## src/rtl/uart_cmd_rx.sv

```systemverilog
// uart_cmd_rx: UART 8N1 receiver (8E1 when UART_CMD_RX_PARITY_EN is defined) with G/Y/R/X command decode.
// Latency: strobes one clock after the stop-bit sample, i.e. t0 + CLKS_PER_BIT/2 + 9*CLKS_PER_BIT + 1 (+CLKS_PER_BIT with parity).
// Backpressure: none; byte_valid/cmd_valid/frame_err are single-cycle strobes the sequencer must take as they come.
module uart_cmd_rx #(
  parameter int CLK_HZ       = 12000000,
  parameter int BAUD         = 9600,
  parameter int CLKS_PER_BIT = CLK_HZ / BAUD
) (
  input  logic       clk,
  input  logic       rst,
  input  logic       rx,
  output logic [7:0] pc_input,
  output logic [7:0] byte_data,
  output logic       byte_valid,
  output logic       frame_err,
  output logic       cmd_valid,
  output logic [1:0] cmd_code,
  output logic       busy
);

  localparam int CNT_W = $clog2(CLKS_PER_BIT);
  localparam logic [CNT_W-1:0] HALF_CNT = CNT_W'(CLKS_PER_BIT / 2 - 1);
  localparam logic [CNT_W-1:0] FULL_CNT = CNT_W'(CLKS_PER_BIT - 1);

  typedef enum logic [2:0] {
    S_IDLE,
    S_START,
    S_DATA,
`ifdef UART_CMD_RX_PARITY_EN
    S_PARITY,
`endif
    S_STOP,
    S_WAIT_HI
  } state_t;

  state_t           r_state;
  logic [1:0]       r_sync;
  logic [CNT_W-1:0] r_baud_cnt;
  logic [2:0]       r_bit_idx;
  logic [7:0]       r_shift;
  logic             r_fin_good;
  logic             r_fin_bad;
  logic [7:0]       r_pc_input;
  logic [7:0]       r_byte_data;
  logic             r_byte_valid;
  logic             r_frame_err;
  logic             r_cmd_valid;
  logic [1:0]       r_cmd_code;
  logic             r_busy;
`ifdef UART_CMD_RX_PARITY_EN
  logic             r_par;
  logic             r_par_bad;
`endif

  logic       w_rx_s;
  logic       w_half;
  logic       w_full;
  logic       w_is_cmd;
  logic [1:0] w_code;

  assign w_rx_s = r_sync[1];
  assign w_half = (r_baud_cnt == HALF_CNT);
  assign w_full = (r_baud_cnt == FULL_CNT);

  assign pc_input   = r_pc_input;
  assign byte_data  = r_byte_data;
  assign byte_valid = r_byte_valid;
  assign frame_err  = r_frame_err;
  assign cmd_valid  = r_cmd_valid;
  assign cmd_code   = r_cmd_code;
  assign busy       = r_busy;

  // Two-flop synchroniser for the asynchronous serial line; resets to idle-high
  always_ff @(posedge clk or posedge rst) begin
    if (rst) r_sync <= 2'b11;
    else     r_sync <= {r_sync[0], rx};
  end

  // Exact uppercase match on the completed character
  always_comb begin
    w_is_cmd = 1'b1;
    w_code   = 2'b00;
    case (r_shift)
      8'h47:   w_code = 2'b00;
      8'h59:   w_code = 2'b01;
      8'h52:   w_code = 2'b10;
      8'h58:   w_code = 2'b11;
      default: w_is_cmd = 1'b0;
    endcase
  end

  // Receive FSM; frame verdict is latched at the stop sample and published one clock later
  always_ff @(posedge clk or posedge rst) begin
    if (rst) begin
      r_state      <= S_IDLE;
      r_baud_cnt   <= '0;
      r_bit_idx    <= 3'd0;
      r_shift      <= 8'h00;
      r_fin_good   <= 1'b0;
      r_fin_bad    <= 1'b0;
      r_pc_input   <= 8'h00;
      r_byte_data  <= 8'h00;
      r_byte_valid <= 1'b0;
      r_frame_err  <= 1'b0;
      r_cmd_valid  <= 1'b0;
      r_cmd_code   <= 2'b00;
      r_busy       <= 1'b0;
`ifdef UART_CMD_RX_PARITY_EN
      r_par        <= 1'b0;
      r_par_bad    <= 1'b0;
`endif
    end else begin
      r_byte_valid <= 1'b0;
      r_frame_err  <= 1'b0;
      r_cmd_valid  <= 1'b0;
      r_pc_input   <= 8'h00;
      r_fin_good   <= 1'b0;
      r_fin_bad    <= 1'b0;

      // r_shift is stable here: the FSM cannot reach DATA again within one clock of STOP
      if (r_fin_good) begin
        r_byte_valid <= 1'b1;
        r_pc_input   <= r_shift;
        r_byte_data  <= r_shift;
        if (w_is_cmd) begin
          r_cmd_valid <= 1'b1;
          r_cmd_code  <= w_code;
        end
      end
      if (r_fin_bad) r_frame_err <= 1'b1;

      case (r_state)
        S_IDLE: begin
          if (!w_rx_s) begin
            r_baud_cnt <= '0;
            r_busy     <= 1'b1;
            r_state    <= S_START;
          end
        end
        S_START: begin
          if (w_half) begin
            r_baud_cnt <= '0;
            if (!w_rx_s) begin
              r_bit_idx <= 3'd0;
`ifdef UART_CMD_RX_PARITY_EN
              r_par     <= 1'b0;
`endif
              r_state   <= S_DATA;
            end else begin
              // Line was high again mid-start-bit: treat as a glitch
              r_busy  <= 1'b0;
              r_state <= S_IDLE;
            end
          end else begin
            r_baud_cnt <= r_baud_cnt + CNT_W'(1);
          end
        end
        S_DATA: begin
          if (w_full) begin
            r_baud_cnt <= '0;
            r_shift    <= {w_rx_s, r_shift[7:1]};
`ifdef UART_CMD_RX_PARITY_EN
            r_par      <= r_par ^ w_rx_s;
`endif
            if (r_bit_idx == 3'd7) begin
              r_bit_idx <= 3'd0;
`ifdef UART_CMD_RX_PARITY_EN
              r_state   <= S_PARITY;
`else
              r_state   <= S_STOP;
`endif
            end else begin
              r_bit_idx <= r_bit_idx + 3'd1;
            end
          end else begin
            r_baud_cnt <= r_baud_cnt + CNT_W'(1);
          end
        end
`ifdef UART_CMD_RX_PARITY_EN
        S_PARITY: begin
          if (w_full) begin
            r_baud_cnt <= '0;
            // Even parity: data bits plus parity bit must XOR to zero
            r_par_bad  <= r_par ^ w_rx_s;
            r_state    <= S_STOP;
          end else begin
            r_baud_cnt <= r_baud_cnt + CNT_W'(1);
          end
        end
`endif
        S_STOP: begin
          if (w_full) begin
            r_baud_cnt <= '0;
            if (w_rx_s) begin
`ifdef UART_CMD_RX_PARITY_EN
              r_fin_good <= ~r_par_bad;
              r_fin_bad  <= r_par_bad;
`else
              r_fin_good <= 1'b1;
`endif
              r_busy     <= 1'b0;
              r_state    <= S_IDLE;
            end else begin
              r_fin_bad <= 1'b1;
              r_state   <= S_WAIT_HI;
            end
          end else begin
            r_baud_cnt <= r_baud_cnt + CNT_W'(1);
          end
        end
        S_WAIT_HI: begin
          // Hold off through a break until the line idles high
          if (w_rx_s) begin
            r_busy  <= 1'b0;
            r_state <= S_IDLE;
          end
        end
        default: begin
          r_busy  <= 1'b0;
          r_state <= S_IDLE;
        end
      endcase
    end
  end

endmodule

```

## config.mk

```make
export PLATFORM = sky130hd
export DESIGN_NAME = uart_cmd_rx
export DESIGN_NICKNAME = d
export VERILOG_FILES = /design/src/rtl/uart_cmd_rx.sv
export SDC_FILE = /design/constraint.sdc
export NUM_CORES = 1
export LEC_CHECK = 0
export CAP_MARGIN = 20
export CELL_PAD_IN_SITES_DETAIL_PLACEMENT = 1
export CELL_PAD_IN_SITES_GLOBAL_PLACEMENT = 2
export CORE_MARGIN = 2
export CORE_UTILIZATION = 37
export DETAILED_ROUTE_END_ITERATION = 16
export HOLD_SLACK_MARGIN = 0.15
export PLACE_DENSITY_LB_ADDON = 0.08
export SYNTH_ARGS = -nofsm -noshare
export SYNTH_HDL_FRONTEND = slang
export SYNTH_SLANG_ARGS = --single-unit
export TNS_END_PERCENT = 10
```

## constraint.sdc

```tcl
create_clock -name clk -period 2.4 [get_ports clk]
set_input_delay 0.48 -clock clk [delete_from_list [all_inputs] [get_ports clk]]
set_output_delay 0.48 -clock clk [all_outputs]
set_load 0.02 [all_outputs]
```

==> parameters.txt <==
Parameter                              Value

Logic synthesis
  Synthesized netlist net count ... 215
  Post-synthesis instance area ... around 0.0024 mm2
  Dominant register cell in the synthesized netlist ... dfrtp_1
  Count of unique library cells instantiated by Yosys ... 47
  Post-synth ARST share ... 100%
  Post-Synthesis Cells ... a little over 200
  Share of synthesized area occupied by flip-flops and latches ... 53.8%
  Average size of a mapped cell ... 11.5 um2
  Cell types with the largest area share after synthesis ... dfrtp_1, mux2_2, ha_1
  Area share of the leading cell type in the synthesized netlist ... 51.6%
  Synth Warn # ... 0
  Yosys top cell by area ... dfrtp_1
  Number of enable flip-flop cells after synthesis ... 0
  Flops & latches, synth ... 51

Clock network
  Clock tree from TritonCTS ... yes
  Cts bufs inserted ... 5
  Clock root cell ... clkbuf_8
  Clock transition time at the flip-flop clock pins of the worst setup and hold paths ... 0.09 ns
  CTS resizes ... 0
  Number of clock sinks seen by CTS ... 51
  Skew-Pair Late Insertion Delay ... 0.31 ns
  Buffers inserted during post-CTS setup optimization ... 0
  Number of buffers on the longest clock path ... 2
  # H-tree levels ... 2
  Quantity of hold-fixing buffers added after cts ... 0

Status
  Run status ... complete, no violations

Global route
  Number of global-route vias before repair ... 1814
  Residual overflow from global routing ... 0
  Maximum number of pins on one net before global-route repair ... 52
  Global-route wire length before repair ... 8910 um
  Antenna violations before repair ... 0
  GRT Util Overall ... between 10% and 20%

Critical path
  CP peak stage delay ... 0.60 ns
  CP arrival ... between 2 and 2.5 ns
  Crit path capture type ... register
  Critical setup path kind ... reg -> reg
  Series of cell instances along the critical path ... or3_4 -> or4_4 -> nor2_8 -> mux2_2
  Crit-path slowest cell ... or4_4
  Data required time at the worst endpoint ... about 2.6 ns
  Critical Path Fanout Max ... 10
  Nature of the critical path startpoint ... register

Finish
  Antenna diode count ... 0
  Filler Cells Inserted ... approximately 690
  Fraction of layout cells with a size suffix above 1 ... 18.8%
  Net count reported at finish ... between 200 and 250
  Final core utilization ... 45.7%
  Area growth from synthesis to final layout ... 20.8%
  Area of all placed cells without fillers ... 0.00287 mm2

Floorplan
  Die Outline Area ... 0.00708 mm2
  Placeable core region ... 0.00628 mm2
  Initial cell density of the core ... 37.8%
  Die boundary height ... ~84 um
  I/O pins ... 25
  Die Width ... 84.1 um
  Total number of placement rows ... 29

Placed design
  Dpl cell area ... 0.00276 mm2
  Placed wire-length estimate after detailed placement ... approximately 3600 um
  Routability Congestion ... 0.754
  IO Port Bufs ... 24

STA
  Max Clock Skew ... 0.00734 ns
  Worst relative slew slack ... 64.5%
  Max Clk Rate ... 466 MHz
  Tcrit/Tclk final ... 89.4%
  Shortest clock period the worst path allows after layout ... 2.14 ns
  Fin. Hold Viols ... 0
  Final setup TNS ... 0 ns
  Unrepaired setup endpoints after global routing ... no
  Transition at the pin with the smallest max-transition slack ... 0.533 ns
  Number of slew-limit violations in the final report ... 0
  Final Setup Violations ... 0

Detailed routing
  Routed WL ... about 5100 um
  Residual antenna-violating net count after detailed routing ... 0
  First-pass DRT Iterations ... 3
  Detailed-route wire length per cell ... 15.9 um
  Total via count after detailed routing ... 1718
  Number of remaining DRC errors ... 0
  Via density per instance ... 5.42
  Number of DRC markers after the initial detailed-route iteration ... 44

Pwr
  Leak Pwr ... around 1.3 nW
  Cell Pwr Density ... around 520 mW/mm2
  Maximum VDD drop ... ~0.00030 V

Min path
  Min-Delay Path Class ... reg -> reg

Job
  Max Cap Viol ... 0
## registers in the layout, indices dropped and copies added, names as in the netlist
register	cells
cmd_valid	1
byte_valid	1
r_shift	8
r_bit_idx	3
r_fin_good	1
frame_err	1
cmd_code	2
r_baud_cnt	11
byte_data	8
r_sync	2
pc_input	8
busy	1
r_fin_bad	1
r_state	3
## power breakdown
group | leakage, nW | internal [mW] | switching, mW
combinational | 0.592 | 0.00879 | 0.0206
clock | 0.0514 | 0.311 | 0.290
sequential | 0.686 | 0.862 | 0.00278
total | 1.33 | 1.18 | 0.314
## path summary, 6_finish.rpt
kind / startpoint / to / slack, ns / cells after the start
max: r_baud_cnt[8] / r_shift[1] / 0.26 / 4
min: r_fin_bad / frame_err / 0.36 / 0
max reg2reg: r_baud_cnt[8] / r_shift[1] / 0.26 / 4
min reg2reg: r_fin_bad / frame_err / 0.36 / 0
max in group asynchronous: rst / r_sync[1] / 1.59 / 3
min in group asynchronous: rst / r_shift[6] / 0.54 / 3
## cell usage after synthesis, drive strengths merged, types with 4 or more instances
| library cell | count |
|---|---|
| ha | 5 |
| nor2 | 11 |
| nor3 | 6 |
| nand2 | 11 |
| clkbuf | 6 |
| mux2 | 17 |
| inv | 8 |
| nand3 | 6 |
| dfrtp | 49 |
| nor2b | 7 |
| buf | 4 |
| a21o | 5 |
| o21ai | 12 |
| and2 | 9 |
| o211ai | 4 |
| a22o | 4 |
## placed cells by master (no fill, tap or decap), drive strengths merged, types with 2 or more instances in the layout
cell type and count:
a21o 5, a21oi 3, a22o 4, a31oi 3
and2 9, and3 2, buf 11, clkbuf 6
clkdlybuf4s50 24, dfrtp 49, dfstp 2, ha 5
inv 8, mux2 17, nand2 11, nand3 6
nand4 2, nand4b 3, nor2 11, nor2b 7
nor3 6, nor3b 3, nor4 3, o211ai 4
o21ai 12, o22ai 2, o31ai 2, o32a 2
or3 2
## layer usage
metal	routed length [um]	vias up	track usage, %
met5	0	-	0
met4	79	0	5.43
met3	117	8	2.67
met2	2720	22	27.8
met1	2140	880	19.2
li1	-	808	-
## logic make-up after synthesis
family / count (synthesis) / synth area share (%)
AO/OA/AOI/OAI: 44 / 13.5
adder cells (fa/ha/maj): 5 / 2.63
multiplexers: 18 / 8.48
buffers and inverters: 18 / 3.32
flip-flops: 51 / 53.8
XOR/XNOR: 1 / 0.369
AND/OR/NAND/NOR: 70 / 17.8
## area by class of cell
cell class | instances | area, um2 | area share (%)
multi-input combinational | 138 | 1020 | 35.5
clock buffer | 6 | 72.6 | 2.53
inverter | 8 | 30.0 | 1.05
clock inverter | 2 | 37.5 | 1.31
sequential | 51 | 1280 | 44.6
tap | 77 | 96.3 | 3.36
timing repair buffer | 35 | 335 | 11.7
## metrics by stage
stage | hold slack [ns] | setup slack [ns] | power (mW) | instances
final | 0.361 | 0.255 | 1.50 | 317
after CTS | 0.366 | 0.245 | 1.52 | 317
after global placement | 0.333 | 0.302 | 0.911 | 309
after floorplan | 0.331 | 0.321 | 0.898 | 207
after detailed placement | 0.346 | 0.255 | 0.912 | 309
after global routing | 0.376 | 0.196 | 1.56 | 317
## critical path, delay by kind of cell, from the launching register on
kind             cells  cell delay (ns)
DFF                  1             0.43
muxes                1             0.36
and+or+nand+nor      3             1.24
(Power assumes the default switching activity.)
